## config.mk

```make
export PLATFORM = sky130hd
export DESIGN_NAME = sram_port_arbiter
export DESIGN_NICKNAME = d
export VERILOG_FILES = /design/src/rtl/sram_port_arbiter_pkg.sv /design/src/rtl/sram_port_arbiter_tag_pipe.sv /design/src/rtl/sram_port_arbiter.sv
export SDC_FILE = /design/constraint.sdc
export NUM_CORES = 1
export LEC_CHECK = 0
export CAP_MARGIN = 0
export CORE_AREA = 2 2 106 108
export CTS_CLUSTER_DIAMETER = 60
export DETAILED_ROUTE_END_ITERATION = 10
export DIE_AREA = 0 0 108 110
export PLACE_DENSITY_LB_ADDON = 0.25
export SLEW_MARGIN = 30
export SYNTH_ARGS = -nofsm -noshare
export SYNTH_HDL_FRONTEND = slang
export SYNTH_SLANG_ARGS = --single-unit
```

## constraint.sdc

```tcl
create_clock -name clk -period 1.5 [get_ports clk]
set_input_delay 0.15 -clock clk [delete_from_list [all_inputs] [get_ports clk]]
set_output_delay 0.15 -clock clk [all_outputs]
set_load 0.03 [all_outputs]
```

## src/rtl/sram_port_arbiter_pkg.sv

```systemverilog
// Shared encodings, widths and tag type for the SRAM port arbiter slice.
package sram_port_arbiter_pkg;

  localparam int ADDR_W       = 32;
  localparam int DATA_W       = 32;
  localparam int WEN_W        = 4;
  localparam int READ_LAT_MAX = 4;

  localparam logic OWNER_INST = 1'b0;
  localparam logic OWNER_DATA = 1'b1;

  // One in-flight read: valid marks a read slot, owner selects the return port.
  typedef struct packed {
    logic valid;
    logic owner;
  } tag_t;

endpackage

```

## src/rtl/sram_port_arbiter_tag_pipe.sv

```systemverilog
// READ_LAT-deep {valid, owner} shift register that tracks reads in flight
// so each SRAM return can be steered to the requester that issued it.
module sram_tag_pipe
  import sram_port_arbiter_pkg::*;
#(
  parameter int DEPTH = 1
) (
  input  logic clk,
  input  logic rst,
  input  tag_t tag_in,
  output tag_t tag_out
);

  tag_t stages [DEPTH];

  // Shift tags one stage per cycle; reset drops everything in flight.
  always_ff @(posedge clk) begin
    if (rst) begin
      for (int i = 0; i < DEPTH; i++) stages[i] <= '0;
    end else begin
      stages[0] <= tag_in;
      for (int i = 1; i < DEPTH; i++) stages[i] <= stages[i-1];
    end
  end

  assign tag_out = stages[DEPTH-1];

endmodule

```

## src/rtl/sram_port_arbiter.sv

```systemverilog
// Single-port SRAM arbiter between instruction fetch and the MEM-stage data
// path. Data wins by default; a streak counter lets a waiting fetch through
// after STARVE_LIMIT consecutive data grants. READ_LAT must be 1..READ_LAT_MAX.
module sram_port_arbiter
  import sram_port_arbiter_pkg::*;
#(
  parameter int READ_LAT     = 1,
  parameter int STARVE_LIMIT = 4
) (
  input  logic              clk,
  input  logic              rst,
  input  logic              inst_req,
  input  logic [ADDR_W-1:0] inst_addr,
  output logic              inst_gnt,
  output logic              inst_rvalid,
  output logic [DATA_W-1:0] inst_rdata,
  input  logic              data_req,
  input  logic [WEN_W-1:0]  data_wen,
  input  logic [ADDR_W-1:0] data_addr,
  input  logic [DATA_W-1:0] data_wdata,
  output logic              data_gnt,
  output logic              data_rvalid,
  output logic [DATA_W-1:0] data_rdata,
  output logic              sram_en,
  output logic [WEN_W-1:0]  sram_wen,
  output logic [ADDR_W-1:0] sram_addr,
  output logic [DATA_W-1:0] sram_wdata,
  input  logic [DATA_W-1:0] sram_rdata,
  output logic              stallreq
);

  localparam int STREAK_W = $clog2(STARVE_LIMIT + 1);
  localparam logic [STREAK_W-1:0] STREAK_MAX = STREAK_W'(STARVE_LIMIT);

  logic [STREAK_W-1:0] streak;
  logic                inst_pick;
  tag_t                tag_in;
  tag_t                tag_out;

  // Pick the winner; grants are held off while reset is asserted.
  always_comb begin
    inst_pick = inst_req & (~data_req | (streak == STREAK_MAX));
    inst_gnt  = ~rst & inst_pick;
    data_gnt  = ~rst & data_req & ~inst_pick;
    stallreq  = ~rst & ((inst_req & ~inst_gnt) | (data_req & ~data_gnt));
  end

  // Drive the SRAM port from the winner; idle cycles drive all zeros.
  always_comb begin
    sram_en    = 1'b0;
    sram_wen   = '0;
    sram_addr  = '0;
    sram_wdata = '0;
    if (data_gnt) begin
      sram_en    = 1'b1;
      sram_wen   = data_wen;
      sram_addr  = data_addr;
      sram_wdata = data_wdata;
    end else if (inst_gnt) begin
      sram_en    = 1'b1;
      sram_addr  = inst_addr;
    end
  end

  // Count data grants that bypass a waiting fetch, saturating at the limit.
  always_ff @(posedge clk) begin
    if (rst) begin
      streak <= '0;
    end else if (!inst_req || inst_gnt) begin
      streak <= '0;
    end else if (data_gnt && (streak != STREAK_MAX)) begin
      streak <= streak + 1'b1;
    end
  end

  // Build the tag for this cycle: only reads produce a return slot.
  always_comb begin
    tag_in.valid = sram_en & (sram_wen == '0);
    tag_in.owner = data_gnt ? OWNER_DATA : OWNER_INST;
  end

  sram_tag_pipe #(.DEPTH(READ_LAT)) u_tag_pipe (
    .clk     (clk),
    .rst     (rst),
    .tag_in  (tag_in),
    .tag_out (tag_out)
  );

  // Steer returning data to its owner; the idle port reads back zero.
  always_comb begin
    inst_rvalid = ~rst & tag_out.valid & (tag_out.owner == OWNER_INST);
    data_rvalid = ~rst & tag_out.valid & (tag_out.owner == OWNER_DATA);
    inst_rdata  = inst_rvalid ? sram_rdata : '0;
    data_rdata  = data_rvalid ? sram_rdata : '0;
  end

endmodule

```

==> run summary <==
Worst Tran Pin Value - 0.359 ns
DRT antenna net count - 0
Ant diodes - 0
Final non-filler cell total - 613
Syn. warnings - 0
H-tree level count - 1
Via count of the first global-routing pass - 2384
GRT met2 Usage - 25.7%
TritonRoute pass-1 iters - 4
Hold path cells - 4
Most Used Layer, Global Route - met2
DP HPWL - 5990 um
Die area - 11900 um2
PD cells - 326 nW/um2
Crit Path Max Fanout - 11
Die height - 110 um
Status - finished with violations
Worst setup margin - -0.338 ns
Clock sinks - 5
Lkg Pwr - 2.34 nW
Min-Delay Path Class - in -> reg
GR Util met3 - 4.76%
Worst Path Class, Setup - reg -> out
Clk buf depth - 2
Worst hold endpoint - u_tag_pipe.stages[0][0]
DP Area - 4010 um2
Dpl cells - 584
Met1 usage - 11.5%
Most frequent cells in the layout - 134 x clkdlybuf4s50_1, 103 x buf_6, 59 x buf_4
Syn avg cell area - 7.24 um2
Root Buffer - clkbuf_8
Vias - 2440
Ports - 274
FP Rows - 38
Worst VDD drop - 0.202 mV
Area Overhead vs Synth - 298%
Die width - 108 um
Design area - 5010 um2
Reg2reg end - u_tag_pipe.stages[0][1]
Clock-pin slew on the worst setup and hold paths - 0.03 ns
Seq/Total Area, Yosys - 7.94%
DRC errors left - 0
Pin count of the biggest net entering global routing - 34
Initial antenna violation count - 0
Port bufs - 273
DRT iter0 DRCs - 48
Failing checks - setup timing
CP arrival - 1.69 ns
Final nets - 612
Fmax - 544 MHz
CTS tree - yes
Reg-to-reg startpoint - streak[0]
RSZ-0062 raised after global routing - yes
CTS Buf Count - 3
Final Hold Fails - 0
Gate Count Post-Synth - 174
GRT Total Usage - 12.3%
Worst reg2reg path depth - 7
Worst hold start - rst
Final setup fails - 77
R2R setup slack - 0.16 ns
Commonest non-fill, non-tap cell in the layout - clkdlybuf4s50_1
Final period utilization - 123%
Vias/cell - 3.98
Total power - 1.63 mW
Slew Viols, Final - 0
Clock Latency Late Sink - 0.22 ns
Core Region - 10700 um2
First-pass GRT wire length - 11500 um
Starting density of the core - 11.8%
WL per Instance - 14.3 um
Max Cap Violations - 0
Hold-fix buffers, CTS - 0
Syn_nets - 312
Slew headroom - 75.8%
Total grt overflow - 0
#FFs+latches synth - 5
Share of cells above drive strength 1 - 59.2%
Min Tclk post-route - 1.84 ns
Gpl congestion - 0.731
Clock skew - 0.000264 ns
Final TNS setup - -22.39 ns
Worst Setup Start Kind - flip-flop
Worst Setup End Kind - primary output
Worst path required time - 1.35 ns
Library cells used by synthesis - 22
Netlist Area Pre-Place - 1260 um2
WL final - 8800 um
## registers in the layout, indices dropped and copies added, names as in the netlist
signal             count
streak                 3
u_tag_pipe.stages      2
## logic make-up after synthesis
group                    synth area share [%]
AND/OR/NAND/NOR                          55.5
multiplexers                            0.794
adder cells (fa/ha/maj)                  1.99
AO/OA/AOI/OAI                            25.9
buffers and inverters                    7.84
flip-flops                               7.94
## worst max path at each step
stage / cells after the start / startpoint / end / slack, ns
floorplan: 6 / streak[1] / sram_addr[23] / -0.05
global placement: 6 / data_req / sram_wdata[10] / -0.27
detailed placement: 6 / data_req / sram_wdata[10] / -0.28
CTS: 8 / streak[0] / sram_addr[4] / -0.32
global route: 7 / streak[0] / sram_addr[8] / -0.39
finish: 8 / streak[0] / sram_addr[17] / -0.34
## stage by stage
stage	utilization, %	setup slack (ns)	hold slack, ns
2_1_floorplan	-	-0.0531	0.257
3_3_place_gp	37.5	-0.268	0.536
3_5_place_dp	37.5	-0.279	0.539
4_1_cts	44.9	-0.320	0.533
5_1_grt	46.8	-0.386	0.422
6_report	46.8	-0.338	0.397
## synth_stat cells
cell / number / area share, %
buf_2: 4 / 1.6
and3_1: 2 / 0.99
and3b_1: 1 / 0.70
nand2_2: 1 / 0.50
and2_1: 100 / 50
nor3_1: 1 / 0.40
clkbuf_1: 9 / 2.7
a21o_1: 1 / 0.60
nor3b_1: 1 / 0.60
a211oi_4: 1 / 1.6
inv_1: 3 / 0.89
buf_6: 3 / 2.7
nand2b_4: 1 / 1.1
dfxtp_1: 5 / 7.9
nor4_1: 1 / 0.50
a31oi_1: 1 / 0.50
ha_1: 2 / 2.0
a31oi_2: 1 / 0.99
or2_2: 1 / 0.50
nor2_1: 2 / 0.60
mux2i_1: 1 / 0.79
a22o_1: 32 / 22
## critical path: stages (launching register included)
cell	delay [ns]
dfxtp_2	0.31
inv_2	0.07
ha_4	0.16
buf_6	0.11
a31oi_4	0.12
buf_12	0.17
buf_16	0.14
a22o_2	0.26
buf_6	0.13
## where the power goes
part	internal [mW]	switching (mW)
logic	0.743	0.506
clock network	0.182	0.0595
registers	0.139	0.00279
total	1.06	0.568
## what timing repair did
action	CTS	global route
resized for setup	134	30
pin swaps	21	2
endpoints found under the setup margin	138	104
setup buffers	13	6
endpoints found under the hold margin	0	0
cloned	7	2
## routing by layer
layer,up-vias,part of all wire (%)
li1,1191,-
met1,1094,33
met2,153,55
met3,2,11
met4,0,0.32
met5,-,0
## final cells by class
| cell class | instances | area, um2 |
|---|---|---|
| clock buffers | 4 | 45.0 |
| fillers | 998 | 5690 |
| inverters | 3 | 11.3 |
| multi-input cells | 150 | 1390 |
| flip-flops and latches | 5 | 105 |
| well taps | 140 | 175 |
| repair buffers | 311 | 3280 |
Note: power is estimated with default switching activity, not from simulation.
